### config.mk
export PLATFORM = sky130hd
export DESIGN_NAME = ram_access_arbiter
export DESIGN_NICKNAME = d
export VERILOG_FILES = /design/src/rtl/ram_access_arbiter.sv
export SDC_FILE = /design/constraint.sdc
export NUM_CORES = 1
export LEC_CHECK = 0
export BUFFER_PORTS_ARGS = -buffer_cell sky130_fd_sc_hd__buf_4
export CAP_MARGIN = 10
export CORE_MARGIN = 3
export CORE_UTILIZATION = 45
export DETAILED_ROUTE_END_ITERATION = 10
export GPL_TIMING_DRIVEN = 1
export PLACE_DENSITY_LB_ADDON = 0.15
export SETUP_SLACK_MARGIN = 0.15
export SLEW_MARGIN = 30
export SYNTH_ARGS = -nofsm -noshare
export SYNTH_HDL_FRONTEND = slang
export SYNTH_SLANG_ARGS = --single-unit
### constraint.sdc
create_clock -name clk -period 2.2 [get_ports clk]
set_input_delay 0.22 -clock clk [delete_from_list [all_inputs] [get_ports clk]]
set_output_delay 0.22 -clock clk [all_outputs]
set_load 0.1 [all_outputs]
### src/rtl/ram_access_arbiter.sv
// Arbitrates the shared single-port RAM between UART rx (write), processor (r/w)
// and UART tx (read); mode-gated eligibility, 4-state req/ack FSM on falling edges.
module ram_access_arbiter #(
    parameter int ADDR_W = 8,
    parameter int DATA_W = 8,
    parameter int CNT_W  = 8
) (
    input  logic              clk,
    input  logic              reset,
    input  logic [1:0]        mode,
    input  logic              ram_mode,
    input  logic              rx_req,
    input  logic [ADDR_W-1:0] rx_addr,
    input  logic [DATA_W-1:0] rx_wdata,
    output logic              rx_ack,
    input  logic              p_req,
    input  logic              p_we,
    input  logic [ADDR_W-1:0] p_addr,
    input  logic [DATA_W-1:0] p_wdata,
    output logic              p_ack,
    input  logic              tx_req,
    input  logic [ADDR_W-1:0] tx_addr,
    output logic              tx_ack,
    output logic [DATA_W-1:0] rdata,
    output logic              ram_en,
    output logic              ram_we,
    output logic              ram_sel,
    output logic [ADDR_W-1:0] ram_addr,
    output logic [DATA_W-1:0] ram_wdata,
    input  logic [DATA_W-1:0] ram_rdata,
    output logic              busy,
    output logic [CNT_W-1:0]  conflict_cnt
);

    typedef enum logic [1:0] {IDLE, ACCESS, CAPTURE, DONE} state_t;
    typedef enum logic [1:0] {W_RX, W_P, W_TX} who_t;

    state_t            state, state_nx;
    who_t              who, win;
    logic              last_tx;
    logic              el_rx, el_p, el_tx, any_el, tie, blocked;
    logic              win_we;
    logic [ADDR_W-1:0] win_addr;
    logic [DATA_W-1:0] win_wdata;

    always_comb begin
        el_rx   = rx_req && (mode == 2'b01);
        el_p    = p_req  && mode[1];
        el_tx   = tx_req && (mode == 2'b11);
        any_el  = el_rx || el_p || el_tx;
        tie     = el_p && el_tx;
        blocked = (rx_req && (mode != 2'b01)) || (p_req && !mode[1]) ||
                  (tx_req && (mode != 2'b11));
        win       = W_TX;
        win_we    = 1'b0;
        win_addr  = tx_addr;
        win_wdata = '0;
        if (el_rx) begin
            win       = W_RX;
            win_we    = 1'b1;
            win_addr  = rx_addr;
            win_wdata = rx_wdata;
        end else if (el_p && (!el_tx || last_tx)) begin
            win       = W_P;
            win_we    = p_we;
            win_addr  = p_addr;
            win_wdata = p_wdata;
        end
    end

    always_comb begin
        state_nx = state;
        case (state)
            IDLE:    if (any_el) state_nx = ACCESS;
            ACCESS:  state_nx = ram_we ? DONE : CAPTURE;
            CAPTURE: state_nx = DONE;
            DONE:    state_nx = IDLE;
            default: state_nx = IDLE;
        endcase
    end

    always_ff @(negedge clk or negedge reset) begin
        if (!reset) state <= IDLE;
        else        state <= state_nx;
    end

    assign busy = (state != IDLE);

    always_ff @(negedge clk or negedge reset) begin
        if (!reset) begin
            who          <= W_RX;
            last_tx      <= 1'b0;
            ram_en       <= 1'b0;
            ram_we       <= 1'b0;
            ram_sel      <= 1'b0;
            ram_addr     <= '0;
            ram_wdata    <= '0;
            rdata        <= '0;
            rx_ack       <= 1'b0;
            p_ack        <= 1'b0;
            tx_ack       <= 1'b0;
            conflict_cnt <= '0;
        end else begin
            case (state)
                IDLE: begin
                    if (blocked && (conflict_cnt != '1))
                        conflict_cnt <= conflict_cnt + CNT_W'(1);
                    if (any_el) begin
                        who       <= win;
                        ram_en    <= 1'b1;
                        ram_we    <= win_we;
                        ram_sel   <= ram_mode;
                        ram_addr  <= win_addr;
                        ram_wdata <= win_wdata;
                        // pointer only moves on a genuine tx/proc contest
                        if (tie) last_tx <= (win == W_TX);
                    end
                end
                ACCESS: begin
                    ram_en <= 1'b0;
                    ram_we <= 1'b0;
                    if (ram_we) begin
                        rx_ack <= (who == W_RX);
                        p_ack  <= (who == W_P);
                        tx_ack <= (who == W_TX);
                    end
                end
                CAPTURE: begin
                    rdata  <= ram_rdata;
                    rx_ack <= (who == W_RX);
                    p_ack  <= (who == W_P);
                    tx_ack <= (who == W_TX);
                end
                DONE: begin
                    rx_ack <= 1'b0;
                    p_ack  <= 1'b0;
                    tx_ack <= 1'b0;
                end
                default: ;
            endcase
        end
    end

endmodule

==> reports/results.ini, run 1 <==
[status]
status=aborted with a tool error
lastStage=global routing
error=[ERROR DPL-0033] detailed placement checks failed during check placement.

[floorplanning]
start_util_pct=48.31
ioPinCount=96
die_h_um=75.54
row_count=24
die_w_um=75.54

[synth]
ys_warn_count=0
syn_area_per_cell_um2=11.51
synth_flop_cell=dfrtn_1
syn_area_um2=2176
synth_commonest_cells=dfrtn_1, mux2_2, o21ai_0
ys_ff_latch=43
synth_seq_area_share_pct=49.45
netlist.area_leader.share_pct=49.45
yosysTopAreaCell=dfrtn_1
synthMostInstantiatedCell=dfrtn_1
ys_async_sr_fraction_pct=100.0
syn-num-nets=252
syn_inst=189
synth_cell_type_count=41
synth_area_leaders=dfrtn_1, mux2_2, o21ai_0
synth-edff-count=0

[placement]
placement.io_buffers=95
place_congestion=0.8052
dp_hpwl_um=4171
dp_cells=358

[clock_network]
cts.path.max_buffers=2
cts_hold_buf=0
htree_levels=2
numCtsBuffers=5
cts_root_buffer=clkbuf_8
cts.sinks=43

[sta]
postGrtWorstEndpoint=busy
worst_endpoint_kind=top-level output

[global_routing]
antenna_found_initial=2
grt_max_degree=44

per-stage QoR:
| stage | cell area [µm²] | util (%) | worst slack [ns] | hold slack (ns) |
|---|---|---|---|---|
| 4_1_cts | 4125 | 91.58 | -0.2837 | 0.4231 |
| 3_5_place_dp | 3171 | 70.39 | -0.4820 | 0.4213 |
| 3_3_place_gp | 3171 | 70.39 | -0.4418 | 0.4080 |
| 2_1_floorplan | 2246 | - | -0.3082 | 0.3930 |
cell families after synthesis:
group	after synthesis	share of synthesized area, %
multiplexers	27	13.86
adder cells (fa/ha/maj)	6	3.450
flip-flops	43	49.45
XOR/XNOR	4	1.610
AO/OA/AOI/OAI	47	15.24
buffers and inverters	18	4.370
AND/OR/NAND/NOR	44	12.02
repair_timing:
item / in CTS
pin swaps: 17
setup endpoints to repair: 70
gates resized for setup: 183
setup buffers: 17
gates cloned: 4
==> run 2: changes to the inputs <==
CORE_UTILIZATION = 30   (was 45)
SETUP_SLACK_MARGIN = unset   (was 0.15)
==> run 2 against run 1 <==
Against the previous run: the flow now finishes, with violations (negative setup slack); synthesized area stayed put; synthesized cell count stayed put.
==> reports/results.ini, run 2 <==
[worst_setup_path]
cp_cell_sequence=inv_2, ha_4, inv_4, buf_12
crit_path_start_kind=flop
crit_fanout=2
max_stage_delay_ns=0.43
path_class=reg -> out
cp-end-kind=output pin
crit_required_ns=1.98
r2r_start=conflict_cnt[0]$_DFFE_NN0P_
rrSetupSlack_ns=0.35
r2r_cells=5
regToRegEndpoint=conflict_cnt[1]$_DFFE_NN0P_
worst_ep_arrival_time_ns=2.28
crit_path_top_delay_cell=dfrtn_1

[floorplanning]
die_w_um=91.17
ioPinCount=96
start_util_pct=31.50
row_count=30
fp.dieArea_um2=8311
die_h_um=91.17
coreArea_um2=6907

[route]
wire_per_inst_um=15.82
drt-vias-per-instance=4.762
antenna_left=0
routed.top_layer=met4
wl_met1_um=2796
drc=0
wirelength_um=6833
dr.pass1.iters=4
met2_length_um=3658
via_count=2057
first_iter_violations=59
route.met3.wl_um=323

[sta]
hold_viol_final=0
tns_ns=-5.421
grt_setup_unrepaired=yes
worst_slew_pin_slew_ns=0.4009
fin_ws_ns=-0.2985
drv_slew=0
maxSlewHeadroom_pct=73.27
setup_viol=59
fin_skew_ns=0.005931
hold_ws_ns=0.4365

[global_routing]
grt_pass1_vias=2185
antenna_found_initial=0
grt_pass1_wl_um=10960
grt_util_all_layers_pct=16.44
grt_max_degree=27
grt_overflow=0

[synth]
syn_area_per_cell_um2=11.51
ys_warn_count=0
synth_cell_type_count=41
syn-num-nets=252
ys_async_sr_fraction_pct=100.0
synthMostInstantiatedCell=dfrtn_1
syn_area_um2=2176
ys_ff_latch=43
yosysTopAreaCell=dfrtn_1
netlist.area_leader.share_pct=49.45
synth_flop_cell=dfrtn_1
synth-edff-count=0
synth_seq_area_share_pct=49.45
synth_area_leaders=dfrtn_1, mux2_2, o21ai_0
syn_inst=189
synth_commonest_cells=dfrtn_1, mux2_2, o21ai_0

[layout]
mostFrequentLayoutCells=buf_4, dfrtn_1, buf_12
utilization_pct=61.88
area_growth_pct=96.43
drive_above_1_share_pct=67.26
num_antenna_cells=0
final_common_cell=buf_4
nets=398
final_cells=432

[placement]
place_congestion=0.7391
dp_hpwl_um=4447
dp_cells=401
placement.io_buffers=95

[clock_network]
htree_levels=2
cts_tree=done
cts.sinks=43
clock_latency_ns=0.30
cts_root_buffer=clkbuf_8
cts.path.max_buffers=2
numCtsBuffers=5
clkTransAtPathRegs_ns=0.06

[status]
status=complete, but fails checks
violations=negative setup slack

[min_path]
hp-class=reg -> reg
whs_path_depth=1
hold_end=last_tx$_DFFE_NN0P_
hold_start=last_tx$_DFFE_NN0P_

[run]
drv_cap=0

[run 2: cell families (layout without fill, tap and decap cells)]
| group | after synthesis | in the layout | share of synthesized area [%] |
|---|---|---|---|
| simple gates | 44 | 44 | 12.02 |
| flops | 43 | 43 | 49.45 |
| xor+xnor | 4 | 4 | 1.610 |
| buf+inv | 18 | 164 | 4.370 |
| fa+ha+maj | 6 | 6 | 3.450 |
| compound gates | 47 | 48 | 15.24 |
| mux | 27 | 27 | 13.86 |
[run 2: area by class of cell]
class                           instances  area, µm²
Fill cell                             584       2633
Timing Repair Buffer                  148       1688
Multi-Input combinational cell        129       1240
Sequential cell                        43       1076
Tap cell                               96      120.1
Clock buffer                            6      82.58
Clock inverter                          2      35.03
Inverter                                8      32.53
[run 2: routing by layer]
metal	up-vias	global-route usage, %
met5	-	0
met4	0	4.146
met2	54	28.57
met3	6	4.060
met1	1012	20.38
li1	985	-
[run 2: what timing repair did]
item | 4_1_cts | 5_1_grt
hold buffers | 0 | 0
endpoints found under the setup margin | 68 | 69
resized for setup | 176 | 26
buffers inserted | 15 | 10
pin swaps | 16 | 5
gates cloned | 3 | 0
[run 2: critical path, delay by kind of cell (launching register included)]
kind	cells	cell delay, ns
fa+ha+maj	1	0.17
buf+inv	3	0.28
flops	1	0.43
[run 2: worst max-delay path by stage]
stage,start,to,cells past startpoint
floorplan,rx_req,ram_addr[7]$_DFFE_NN0P_,6
global placement,mode[1],ram_addr[5]$_DFFE_NN0P_,6
detailed placement,mode[1],ram_addr[4]$_DFFE_NN0P_,6
CTS,state[1]$_DFFE_NN0P_,busy,4
global route,state[1]$_DFFE_NN0P_,busy,4
finish,state[1]$_DFFE_NN0P_,busy,4
[run 2: through the flow]
stage,worst slack (ns),instance area (µm²)
after floorplan,-0.3082,2246
after global placement,-0.4872,3231
after detailed placement,-0.5027,3231
after CTS,-0.2875,4197
after global routing,-0.3283,4274
final,-0.2985,4274
Power of run 2 is left out: the tool's default activity adds up to more than one toggle a clock period on the data nets, which glitch-free logic cannot reach.
==> run 3: changes to the inputs <==
clock period = 2.5 ns   (was 2.2 ns; I/O delays follow)
==> run 3 against run 2 <==
Against the previous run: via count grew 1.4%; highest routed layer unchanged; critical path type unchanged; count of clock-buffer cells in the layout fell by 1; final cell count grew 1.2%; the flow still finishes with violations (negative setup slack).
==> reports/results.ini, run 3 (synthesis gave the netlist of run 2 again) <==
[status]
status=complete, but fails checks
violations=negative setup slack

[worst_setup_path]
crit_path_start_kind=flop
path_class=reg -> out
crit_fanout=2
worst_ep_arrival_time_ns=2.42
rrSetupSlack_ns=0.65
cp-end-kind=output pin
crit_required_ns=2.25

[sta]
worst_slew_pin_slew_ns=0.5621
fin_ws_ns=-0.1695
fin_skew_ns=0.006679
setup_viol=15
tns_ns=-1.426
drv_slew=0
grt_setup_unrepaired=yes
hold_viol_final=0
maxSlewHeadroom_pct=62.53

[layout]
final_common_cell=buf_4
final_cells=437
area_growth_pct=82.81
register_area_um2=1076
stdcell_area_um2=3978
mostFrequentLayoutCells=buf_4, buf_6, dfrtn_1
utilization_pct=57.59
fillers=624
nets=403
multiInputGateArea_um2=1160
num_antenna_cells=0
drive_above_1_share_pct=64.81

[floorplanning]
start_util_pct=31.50
row_count=30
ioPinCount=96
die_h_um=91.17
coreArea_um2=6907
fp.dieArea_um2=8311
die_w_um=91.17

[global_routing]
antenna_found_initial=0
grt_overflow=0
grt_max_degree=44
grt_pass1_vias=2137
grt_pass1_wl_um=10510
grt_util_all_layers_pct=15.49

[placement]
placed_cell_area_um2=3198
placement.io_buffers=95
place_congestion=0.7938
dp_cells=400
dp_hpwl_um=4419

[clock_network]
cts_hold_buf=0
htree_levels=2
cts_tree=done
numCtsBuffers=5
cts.path.max_buffers=2
clkTransAtPathRegs_ns=0.06
cts.sinks=43
clock_latency_ns=0.30
cts_root_buffer=clkbuf_8

[route]
wire_per_inst_um=15.07
drc=0
via_count=2085
wirelength_um=6587
antenna_left=0
dr.pass1.iters=4
first_iter_violations=36
drt-vias-per-instance=4.771

[run]
drv_cap=0

[min_path]
hp-class=reg -> reg

[run 3: changes by cell type in the layout (fill, tap and decap cells not counted), moves of 3 or more]
cell / before / now
o21ai_2: 8 / 4
buf_4: 94 / 91
buf_12: 41 / 12
and2_4: 8 / 4
buf_6: 9 / 45
and2_2: 1 / 6
[run 3: what timing repair did]
action | in CTS | in global routing
setup endpoints to repair | 44 | 47
gates cloned | 2 | 1
resized for setup | 74 | 64
pin swaps | 9 | 9
buffers inserted | 15 | 14
[run 3: final cells by class]
class                      count  share of cell area [%]
timing repair buffer         153                   37.84
multi-input combinational    129                   29.16
sequential                    43                   27.05
tap                           96                   3.020
clock buffer                   5                   1.730
inverter                       8                  0.8179
clock inverter                 3                  0.3775
[run 3: routing by layer]
layer	global-route usage [%]	vias up	wire length, µm
met4	3.518	0	57
met5	0	-	0
met1	20.39	1018	2908
li1	-	997	-
met3	4.308	5	375
met2	25.32	65	3245
[run 3: per-stage QoR]
stage               hold WS, ns  worst slack [ns]
floorplan                0.3930           -0.1882
global placement         0.4225           -0.3939
detailed placement       0.4272           -0.4080
CTS                      0.4358           -0.1822
global route             0.4859           -0.2066
finish                   0.4258           -0.1695
[run 3: worst max-delay path, stage by stage, from the launching register on]
cell and delay (ns):
dfrtn_1 0.43, inv_2 0.06, ha_4 0.16, inv_4 0.06, buf_12 0.16
[run 3: path summary, 6_finish.rpt]
check / start / cells past startpoint / endpoint
max: state[0]$_DFFE_NN0P_ / 4 / busy
min: last_tx$_DFFE_NN0P_ / 1 / last_tx$_DFFE_NN0P_
max reg2reg: state[0]$_DFFE_NN0P_ / 7 / rx_ack$_DFFE_NN0P_
min reg2reg: last_tx$_DFFE_NN0P_ / 1 / last_tx$_DFFE_NN0P_
max in group asynchronous: reset / 1 / rdata[5]$_DFFE_NN0N_
min in group asynchronous: reset / 1 / state[0]$_DFFE_NN0P_
Power of run 3 is left out for the same reason.
